[src/rtl/mvau_wmem_seq.sv]
// Address sequencer for one MVAU PE weight memory (1-cycle registered ROM read).
// Optional stall counter port enabled by defining MVAU_WMEM_SEQ_STALL_CNT_EN.
module mvau_wmem_seq #(
    parameter int SF           = 9,
    parameter int NF           = 4,
    parameter int NUM_PIX      = 16,
    parameter int WMEM_ADDR_BW = 6,
    parameter int PIX_BW       = 16
) (
    input  logic                    aclk,
    input  logic                    aresetn,
    input  logic                    start,
    output logic [WMEM_ADDR_BW-1:0] wmem_addr,
    output logic                    wt_v,
    input  logic                    wt_rdy,
    output logic                    sf_last,
    output logic                    nf_last,
    output logic                    pix_last,
    output logic                    busy,
`ifdef MVAU_WMEM_SEQ_STALL_CNT_EN
    output logic                    done,
    output logic [31:0]             stall_cnt
`else
    output logic                    done
`endif
);

    localparam int DEPTH = SF * NF;
    localparam int SF_BW = (SF > 1) ? $clog2(SF) : 1;
    localparam int NF_BW = (NF > 1) ? $clog2(NF) : 1;

    localparam logic [1:0] S_IDLE  = 2'd0;
    localparam logic [1:0] S_PRIME = 2'd1;
    localparam logic [1:0] S_RUN   = 2'd2;

    logic [1:0]              r_state;
    logic [WMEM_ADDR_BW-1:0] r_addr;
    logic [SF_BW-1:0]        r_sf;
    logic [NF_BW-1:0]        r_nf;
    logic [PIX_BW-1:0]       r_pix;
    logic                    r_done;

    logic                    w_run;
    logic                    w_fire;
    logic                    w_sf_end;
    logic                    w_nf_end;
    logic                    w_pix_end;
    logic                    w_final;
    logic [WMEM_ADDR_BW-1:0] w_addr_nxt;
    logic [WMEM_ADDR_BW-1:0] w_wmem_addr;

    assign w_run     = (r_state == S_RUN);
    assign w_fire    = w_run & wt_rdy;
    assign w_sf_end  = (r_sf == SF_BW'(SF - 1));
    assign w_nf_end  = (r_nf == NF_BW'(NF - 1));
    assign w_pix_end = (r_pix == PIX_BW'(NUM_PIX - 1));
    assign w_final   = w_sf_end & w_nf_end & w_pix_end;

    // Next read address; pixel boundaries wrap back to word 0 without a bubble
    always_comb begin
        w_addr_nxt = r_addr + WMEM_ADDR_BW'(1);
        if (r_addr == WMEM_ADDR_BW'(DEPTH - 1)) begin
            w_addr_nxt = '0;
        end else begin
            w_addr_nxt = r_addr + WMEM_ADDR_BW'(1);
        end
    end

    // Look ahead on fire so the ROM has the following word registered by the next cycle
    always_comb begin
        w_wmem_addr = r_addr;
        if (w_fire) begin
            w_wmem_addr = w_addr_nxt;
        end else begin
            w_wmem_addr = r_addr;
        end
    end

    // Control FSM, address and fold/pixel counters
    always_ff @(posedge aclk or negedge aresetn) begin
        if (!aresetn) begin
            r_state <= S_IDLE;
            r_addr  <= '0;
            r_sf    <= '0;
            r_nf    <= '0;
            r_pix   <= '0;
            r_done  <= 1'b0;
        end else begin
            r_done <= 1'b0;
            case (r_state)
                S_IDLE: begin
                    if (start) begin
                        r_state <= S_PRIME;
                    end
                end
                S_PRIME: begin
                    r_state <= S_RUN;
                end
                S_RUN: begin
                    if (w_fire) begin
                        if (w_final) begin
                            r_state <= S_IDLE;
                            r_addr  <= '0;
                            r_sf    <= '0;
                            r_nf    <= '0;
                            r_pix   <= '0;
                            r_done  <= 1'b1;
                        end else begin
                            r_addr <= w_addr_nxt;
                            r_sf   <= w_sf_end ? '0 : r_sf + SF_BW'(1);
                            if (w_sf_end) begin
                                r_nf <= w_nf_end ? '0 : r_nf + NF_BW'(1);
                            end
                            if (w_sf_end && w_nf_end) begin
                                r_pix <= r_pix + PIX_BW'(1);
                            end
                        end
                    end
                end
                default: begin
                    r_state <= S_IDLE;
                end
            endcase
        end
    end

    assign wmem_addr = w_wmem_addr;
    assign wt_v      = w_run;
    assign sf_last   = w_run & w_sf_end;
    assign nf_last   = w_run & w_nf_end;
    assign pix_last  = w_run & w_pix_end;
    assign busy      = (r_state != S_IDLE);
    assign done      = r_done;

`ifdef MVAU_WMEM_SEQ_STALL_CNT_EN
    logic [31:0] r_stall_cnt;

    // Saturating count of cycles where a valid word waits on the PE
    always_ff @(posedge aclk or negedge aresetn) begin
        if (!aresetn) begin
            r_stall_cnt <= 32'd0;
        end else if ((r_state == S_IDLE) && start) begin
            r_stall_cnt <= 32'd0;
        end else if (w_run && !wt_rdy && (r_stall_cnt != 32'hFFFF_FFFF)) begin
            r_stall_cnt <= r_stall_cnt + 32'd1;
        end
    end

    assign stall_cnt = r_stall_cnt;
`endif

endmodule

[config.mk]
export PLATFORM = sky130hd
export DESIGN_NAME = mvau_wmem_seq
export DESIGN_NICKNAME = d
export VERILOG_FILES = /design/src/rtl/mvau_wmem_seq.sv
export SDC_FILE = /design/constraint.sdc
export NUM_CORES = 1
export LEC_CHECK = 0
export ABC_AREA = 1
export CAP_MARGIN = 20
export CORE_MARGIN = 5
export CORE_UTILIZATION = 61
export CTS_CLUSTER_DIAMETER = 120
export DETAILED_ROUTE_END_ITERATION = 12
export HOLD_SLACK_MARGIN = 0.02
export PLACE_DENSITY = 0.89
export SLEW_MARGIN = 20
export SYNTH_ARGS = -nofsm -noshare
export SYNTH_HDL_FRONTEND = slang
export SYNTH_SLANG_ARGS = --single-unit
[constraint.sdc]
create_clock -name aclk -period 3.7 [get_ports aclk]
set_input_delay 0.74 -clock aclk [delete_from_list [all_inputs] [get_ports aclk]]
set_output_delay 0.74 -clock aclk [all_outputs]
set_load 0.005 [all_outputs]
==> reports/qor.yml, run 1 <==
grt:
  globalRouteOverflowTotal: 0
  antenna_found_initial: 0
  grt.total_usage_pct: 20.3
  grt_max_degree: 32
  grt_pass1_wl_um: 6790
  grt_pass1_vias: 1621
power_and_ir_drop:
  p_leak_nw: 1.09
  seqPwrFrac_pct: 47.4
  peakVddDrop_mv: 0.321
  power_density_nw_per_um2: 543
  pwr-share-clk_pct: 17.0
  netSwitchingFraction_pct: 39.0
  pwr-share-comb_pct: 35.6
  p_int_mw: 0.726
  p_switching_mw: 0.463
yosys:
  synth_area_leader_cell: "dfrtp_1"
  synth_cell_type_count: 25
  postSynthAreaPerCell_sq_um: 7.16
  synth-simple-area-share_pct: 39.9
  netlist_area_sq_um: 1940
  synth_top_family_by_area: "simple AND/OR/NAND/NOR gates"
  synth_xor_area_share_pct: 2.71
  synthesis.instances: 271
  syn-num-nets: 280
  ys_ff_latch: 31
  synth_area_leaders: "dfrtp_1 (40%), nand2_1 (15%), nand3_1 (8.5%)"
  ys_seq_area_share_pct: 40.0
  synth_compound_area_share_pct: 5.42
  synthAdderAreaFrac_pct: 3.22
  synth_warnings: 0
  synth_top_cell_area_share_pct: 40.0
  muxShareOfSynthArea_pct: 0
layout:
  layout_commonest_cell: "nand2_1"
  layout_common_cells: "nand2_1 (80), inv_1 (36), nand3_1 (33)"
  diodes: 0
  nNetsFinal: 301
  final_cell_area_sq_um: 2190
  area_growth_pct: 12.8
  fin_util_pct: 71.7
  n_fill_cell: 264
  drive_gt1_share_pct: 7.53
cts:
  cts.hold.buffers_added: 0
  cts_setup_buffers: 0
  htreeDepth: 2
  cts_tree: "built"
  cts_buffers: 5
  clock_path_buffers: 2
  clk_pin_slew_ps: 100
  clock-sinks: 31
  clk_latency_ps: 340
  root_buffer: "clkbuf_4"
  ctsResizeCount: 0
setup_path:
  cp.required_ps: 2960
  endpoint_kind: "output port"
  worst-r2r-cell-count: 9
  worstSetupPathType: "input port to output port"
  startpoint_type: "input port"
  arrival_ps: 2260
  r2r_start: "r_sf[0]$_DFFE_PN0P_"
  path_max_fanout: 8
  reg2reg_setup_slack_ps: 1950
  timing.rr.end: "r_pix[15]$_DFFE_PN0P_"
sta:
  finalSetupViolCount: 0
  slew_headroom_pct: 74.5
  fmax_mhz: 333
  hold_violations: 0
  holdWs_ps: 501
  period_share_pct: 81.1
  worstMarginPinSlew_ps: 382
  fin_skew_ps: 14.1
  drv_slew: 0
  fin_tns_setup_ps: 0
  min_period_ps: 3000
  grt_setup_unrepaired: "false"
drt:
  drt-pass1-iter-count: 4
  drc_errors: 0
  postRouteAntennaNets: 0
  routed_wirelength_um: 3840
  avgViaCountPerCell: 5.30
  met3_length_um: 151
  wl_met1_um: 1750
  via_count: 1781
  dr.max_layer_used: "met4"
  wl_per_cell_um: 11.4
  dr_wl_met2_um: 1860
  drt_iter0_markers: 86
worst_hold_path:
  min_to: "r_sf[3]$_DFFE_PN0P_"
  hp-start: "r_sf[3]$_DFFE_PN0P_"
  min_path_type: "register to register"
  hold_depth: 1
floorplan:
  core_area_sq_um: 3050
  fp.dieW_um: 66.4
  rows: 20
  die_y_um: 66.4
  die-area_sq_um: 4410
  initial_core_util_pct: 63.6
  ios: 16
placed_design:
  io_buffers: 15
  post-dp-hpwl_um: 2910
  place.gp.congestion: 0.832
  placed_area_sq_um: 2130
run_status:
  status: "complete, no violations"
job:
  drv_cap: 0
[cells in the mapped netlist (all sizes together)]
cell / number
nand2: 82
o21a: 1
nor3: 4
nand3: 36
dfrtp: 31
xnor2: 2
buf: 3
or2: 1
inv: 38
nor2: 36
o21ai: 17
xor2: 4
nand4: 9
ha: 5
o21bai: 1
a21oi: 1
[final cells by class]
class	instances	area, sq um	share of cell area [%]
clock buffers	6	51.3	2.34
clock inverters	1	5.00	0.229
inverters	38	143	6.51
multi-input cells	199	995	45.4
flip-flops and latches	31	776	35.4
well taps	44	55.1	2.51
repair buffers	17	165	7.54
[registers in the layout (all words and copies together) (netlist names)]
signal / flops
r_addr: 6
r_nf: 2
r_state: 2
r_sf: 4
r_pix: 16
done: 1
[metrics by stage]
stage,worst slack (ps),instances,total power [mW]
after floorplan,1600,271,0.840
after global placement,728,329,0.975
after detailed placement,700,329,0.994
after CTS,699,336,1.20
after global routing,532,336,1.30
final,699,336,1.19
[power by group through the flow]
stage	Sequential [mW]	Clock (mW)	Combinational [mW]
after floorplan	0.537	0	0.302
after global placement	0.564	0	0.412
after detailed placement	0.566	0	0.427
after CTS	0.560	0.212	0.429
after global routing	0.582	0.229	0.490
final	0.564	0.203	0.423
[kinds of logic (layout without fill, tap and decap cells)]
group	after synthesis	count (layout)
buffers and inverters	41	62
adders and majority gates	5	5
and+or+nand+nor	168	168
xor gates and xnor gates	6	6
AOI/OAI and AO/OA	20	20
DFF	31	31
[routing by layer]
layer	up-vias	GRT usage, %
met4	0	9.39
met3	8	6.12
met1	841	24.0
met5	-	0
met2	29	33.5
li1	903	-
[critical path: stages]
cell	delay, ps
clkdlybuf4s50_1	460
inv_1	70
nor2_4	130
inv_1	130
nand2_1	80
inv_1	50
nor2_1	130
inv_1	50
clkdlybuf4s50_1	430
[worst max-delay path by stage]
stage              endpoint   start
6_report       wmem_addr[5]  wt_rdy
5_1_grt        wmem_addr[5]  wt_rdy
4_1_cts        wmem_addr[5]  wt_rdy
3_5_place_dp   wmem_addr[5]  wt_rdy
3_3_place_gp   wmem_addr[5]  wt_rdy
2_1_floorplan  wmem_addr[5]  wt_rdy
No activity file was read; power rests on OpenSTA's default activity.
==> inputs of run 2 (changes only) <==
CORE_UTILIZATION = 57   (was 61)
PLACE_DENSITY = 0.85   (was 0.89)
clock period = 2.8 ns   (was 3.7 ns; I/O delays follow)
==> reports/qor.yml, run 2 (synthesis results as in run 1) <==
cts:
  cts_buffers: 5  # unchanged
  clk_pin_slew_ps: 90  # about the same
  root_buffer: "clkbuf_4"
  cts_tree: "built"
  clock-sinks: 31  # unchanged
  clk_latency_ps: 330  # about the same
  clock_path_buffers: 2  # unchanged
  htreeDepth: 2  # unchanged
drt:
  avgViaCountPerCell: 5.11  # -3.7%
  drt_iter0_markers: 117  # +36%
  drc_errors: 0  # unchanged
  drt-pass1-iter-count: 4  # unchanged
  wl_per_cell_um: 11.4  # -0.20%
  routed_wirelength_um: 3880  # +0.99%
  postRouteAntennaNets: 0  # unchanged
  via_count: 1736  # -2.5%
layout:
  layout_common_cells: "nand2_1 (80), inv_1 (36), nand3_1 (33)"
  nNetsFinal: 303  # +0.66%
  fin_util_pct: 66.7  # -5.0 points
  layout_commonest_cell: "nand2_1"
  diodes: 0  # unchanged
  area_growth_pct: 13.8
  final_cell_area_sq_um: 2210  # +0.86%
  drive_gt1_share_pct: 8.50  # +0.97 points
  largest_reg_flops: 16  # unchanged
  largest_register: "r_pix"
  top_regs: "r_pix x16, r_addr x6, r_sf x4"
floorplan:
  rows: 21  # +5.0%
  initial_core_util_pct: 58.6  # -4.9 points
  fp.dieW_um: 68.4  # +2.9%
  die_y_um: 68.4  # +2.9%
  die-area_sq_um: 4670  # +5.9%
  ios: 16  # unchanged
  core_area_sq_um: 3310  # +8.4%
placed_design:
  post-dp-hpwl_um: 2920  # +0.57%
  io_buffers: 15  # unchanged
  place.gp.congestion: 0.835  # +0.36%
  placed_area_sq_um: 2150  # +0.82%
job:
  drv_cap: 0  # unchanged
setup_path:
  arrival_ps: 2090  # -170 ps
  critPathMostFrequentCell: "inv_1"
  path_max_fanout: 8  # unchanged
  path_delay_family: "buffers and inverters"
  cp.required_ps: 2240  # -720 ps
  cpMaxStageDelayCell: "clkdlybuf4s50_1"
  endpoint_kind: "output port"
  crit_path_max_incr_delay_ps: 450  # about the same
  reg2reg_setup_slack_ps: 1060  # -890 ps
  worstSetupPathType: "input port to output port"
  crit_chain: "clkdlybuf4s50_1, inv_1, nor2_4, inv_1, nand2_1, inv_1, nor2_1, inv_1, clkdlybuf4s50_1"
  worst-r2r-cell-count: 9  # unchanged
  startpoint_type: "input port"
  path_buf_inv: 6  # unchanged
  cp.depth: 9  # unchanged
grt:
  grt_pass1_wl_um: 7110  # +4.7%
  globalRouteOverflowTotal: 0  # unchanged
  grt_pass1_vias: 1706  # +5.2%
  grt.busiest_layer: "met2"
  antenna_found_initial: 0  # unchanged
  grt.total_usage_pct: 20.1  # -0.18 points
  grt_max_degree: 32  # unchanged
  met3_usage_pct: 3.45  # -2.7 points
  grt_use_met1_pct: 23.5  # -0.53 points
  use_met2_pct: 36.5  # +3.0 points
power_and_ir_drop:
  p_leak_nw: 1.10  # +0.72%
  power_density_nw_per_um2: 719  # +32%
  peakVddDrop_mv: 0.352  # +9.4%
  p_total_mw: 1.59  # +33%
worst_hold_path:
  min_path_type: "register to register"
  hold_depth: 2  # +1
sta:
  grt_setup_unrepaired: "false"
  fmax_mhz: 377
  fin_skew_ps: 8.86  # -5.21 ps
  finalSetupViolCount: 0  # unchanged
  min_period_ps: 2650
  period_share_pct: 94.8
  fin_tns_setup_ps: 0  # unchanged
  worstMarginPinSlew_ps: 389  # +7.21 ps
  hold_violations: 0  # unchanged
  slew_headroom_pct: 74.0  # -0.48 points
  drv_slew: 0  # unchanged
run_status:
  status: "complete, no violations"
-- run 2: worst min-delay path, cell delays in order, from the launching register on --
cell	delay [ps]
dfrtp_1	370
nand2_1	60
nand2_1	50
-- run 2: per-layer routing --
metal	routed length (um)	vias up
met5	0	-
met3	139	6
li1	-	909
met4	51	0
met1	1790	800
met2	1900	21
-- run 2: stage by stage --
step	setup WS, ps	instances	hold WS (ps)
6_report	147	340	503
3_5_place_dp	147	333	483
5_1_grt	5.71	340	539
4_1_cts	68.1	340	508
3_3_place_gp	187	333	472
2_1_floorplan	1060	271	264
-- run 2: power breakdown --
part	leakage, nW	total, mW	switching (mW)	internal, mW
clock network	0.0341	0.268	0.152	0.116
logic	0.692	0.567	0.302	0.264
registers	0.375	0.752	0.169	0.584
total	1.10	1.59	0.623	0.964
-- run 2: final timing paths --
kind | endpoint | startpoint
max in group asynchronous | r_addr[0]$_DFFE_PN0P_ | aresetn
min in group asynchronous | r_nf[1]$_DFFE_PN0P_ | aresetn
max | wmem_addr[5] | wt_rdy
max reg2reg | r_pix[15]$_DFFE_PN0P_ | r_sf[0]$_DFFE_PN0P_
min reg2reg | r_nf[1]$_DFFE_PN0P_ | r_nf[1]$_DFFE_PN0P_
min | r_nf[1]$_DFFE_PN0P_ | r_nf[1]$_DFFE_PN0P_
-- run 2: layout make-up --
cell class / instances / area, sq um
clock buffer: 6 / 51.3
clock inverter: 1 / 5.00
fill: 300 / 1100
inverter: 38 / 143
multi-input combinational: 199 / 995
sequential: 31 / 777
tap: 46 / 57.6
timing repair buffer: 19 / 180
-- run 2: timing repair --
| action | 4_1_cts | 5_1_grt |
|---|---|---|
| endpoints found under the setup margin | 0 | 1 |
| hold buffers | 0 | 0 |
| gates resized for setup | 0 | 1 |
| buffers inserted | 0 | 0 |
==> inputs of run 3 (changes only) <==
CORE_UTILIZATION = 52   (was 57)
PLACE_DENSITY = 0.82   (was 0.85)
clock period = 2.2 ns   (was 2.8 ns; I/O delays follow)
==> reports/qor.yml, run 3 (synthesis results as in run 1) <==
run_status:
  status: "complete, no violations"
setup_path:
  worstSetupPathType: "register to output port"
  cp.required_ps: 1760  # -480 ps
  r2r_start: "r_state[0]$_DFFE_PN0P_"
  worst-r2r-cell-count: 11  # +2
  path_max_fanout: 3  # -5
  timing.rr.end: "r_pix[11]$_DFFE_PN0P_"
  arrival_ps: 1710  # -380 ps
  cp-startpoint: "r_sf[0]$_DFFE_PN0P_"
  reg2reg_setup_slack_ps: 390  # -670 ps
  startpoint_type: "register"
  endpoint_kind: "output port"
sta:
  min_period_ps: 2150
  worstMarginPinSlew_ps: 400  # +10.6 ps
  fin_tns_setup_ps: 0  # unchanged
  fmax_mhz: 466
  period_share_pct: 97.6
  fin_skew_ps: 4.16  # -4.69 ps
  finalSetupViolCount: 0  # unchanged
  slew_headroom_pct: 73.3  # -0.71 points
  drv_slew: 0  # unchanged
  hold_violations: 0  # unchanged
  setup_slack_ps: 52.3  # -94.7 ps
drt:
  wl_per_cell_um: 12.0  # +5.6%
  drc_errors: 0  # unchanged
  drt_iter0_markers: 122  # +4.3%
  drt-pass1-iter-count: 4  # unchanged
  routed_wirelength_um: 4420  # +14%
  postRouteAntennaNets: 0  # unchanged
  via_count: 1867  # +7.5%
  avgViaCountPerCell: 5.09  # -0.37%
power_and_ir_drop:
  pwr-share-comb_pct: 40.4  # +4.7 points
  p_int_mw: 1.41  # +46%
  power_density_nw_per_um2: 924  # +29%
  p_leak_nw: 1.27  # +16%
  p_switching_mw: 0.859  # +38%
  p_total_mw: 2.27  # +43%
  seqPwrFrac_pct: 40.3  # -7.1 points
  pwr-share-clk_pct: 19.2  # +2.3 points
  peakVddDrop_mv: 0.469  # +33%
  netSwitchingFraction_pct: 37.9  # -1.4 points
cts:
  root_buffer: "clkbuf_8"
  clock-sinks: 31  # unchanged
  clk_latency_ps: 290  # -40 ps
  cts_tree: "built"
  htreeDepth: 2  # unchanged
  cts_buffers: 5  # unchanged
  clk_pin_slew_ps: 60  # -30 ps
  clock_path_buffers: 2  # unchanged
layout:
  diodes: 0  # unchanged
  largest_register: "r_pix"
  largest_reg_flops: 16  # unchanged
  layout_common_cells: "nand2_1 (80), inv_1 (33), nand3_1 (33)"
  top_regs: "r_pix x16, r_addr x6, r_sf x4"
  area_growth_pct: 26.4
  nNetsFinal: 327  # +7.9%
  drive_gt1_share_pct: 18.2  # +9.7 points
  n_fill_cell: 305  # +1.7%
  fin_cells: 367  # +7.9%
  layout_commonest_cell: "nand2_1"
  fin_util_pct: 67.5  # +0.82 points
worst_hold_path:
  hold_depth: 2  # unchanged
  hp-start: "r_nf[1]$_DFFE_PN0P_"
  min_to: "r_nf[1]$_DFFE_PN0P_"
  min_path_type: "register to register"
placed_design:
  io_buffers: 15  # unchanged
  pre_cts_slack_ps: -297  # -444 ps
  place.gp.congestion: 0.862  # +3.3%
  post-dp-hpwl_um: 3030  # +3.7%
  dp.cells: 349  # +4.8%
grt:
  antenna_found_initial: 0  # unchanged
  grt_pass1_wl_um: 7330  # +3.1%
  globalRouteOverflowTotal: 0  # unchanged
  grt_pass1_vias: 1696  # -0.59%
  grt_max_degree: 32  # unchanged
  grt.total_usage_pct: 18.0  # -2.1 points
floorplan:
  fp.dieW_um: 71.1  # +4.0%
  initial_core_util_pct: 53.4  # -5.2 points
  rows: 22  # +4.8%
  core_area_sq_um: 3630  # +9.8%
  die-area_sq_um: 5050  # +8.2%
  die_y_um: 71.1  # +4.0%
  ios: 16  # unchanged
job:
  drv_cap: 0  # unchanged
==> run 3: metal layers <==
metal  GRT usage [%]  share of wire [%]  vias up
li1                -                  -      963
met5               0                  0        -
met1            22.1                 43      858
met3            4.69                4.8       10
met2            30.5                 49       36
met4            6.68                2.7        0
==> run 3: timing repair <==
| item | in CTS | in global routing |
|---|---|---|
| resized for setup | 15 | 9 |
| pin swaps | 2 | 7 |
| hold buffers | 0 | 0 |
| endpoints found under the setup margin | 7 | 5 |
| buffers inserted | 6 | 4 |
| hold endpoints to repair | 0 | 0 |
==> run 3: layout make-up <==
type	instances	area, sq um	area share, %
clock inverters	1	5.00	0.204
well taps	48	60.1	2.45
clock buffers	7	76.3	3.11
multi-input cells	199	1020	41.7
inverters	38	145	5.92
repair buffers	43	365	14.9
flip-flops and latches	31	778	31.7
==> run 3: stage by stage <==
| step | hold WS, ps | cell area [sq um] |
|---|---|---|
| 6_report | 493 | 2450 |
| 2_1_floorplan | 144 | 1940 |
| 4_1_cts | 504 | 2400 |
| 3_3_place_gp | 467 | 2260 |
| 3_5_place_dp | 488 | 2260 |
| 5_1_grt | 517 | 2450 |
==> run 3: worst max-delay path, stage by stage (launching register included) <==
cell             delay [ps]
dfrtp_1                 410
inv_2                    80
ha_1                    150
nand3_2                 110
nor2_4                  160
clkdlybuf4s50_1         510
==> run 3: how the worst max path moves through the flow <==
stage / slack, ps / endpoint / cells past startpoint
after global routing: -20 / sf_last / 5
final: 50 / sf_last / 5
after global placement: -250 / wmem_addr[2] / 6
after CTS: -160 / wmem_addr[1] / 7
after floorplan: 610 / wmem_addr[5] / 6
after detailed placement: -300 / wmem_addr[2] / 6
==> run 3: power by group through the flow <==
stage	combinational [mW]	sequential [mW]	clock [mW]
after detailed placement	0.816	0.930	0
after floorplan	0.509	0.903	0
after global routing	1.05	0.939	0.478
final	0.916	0.915	0.436
after CTS	0.874	0.907	0.450
after global placement	0.789	0.922	0
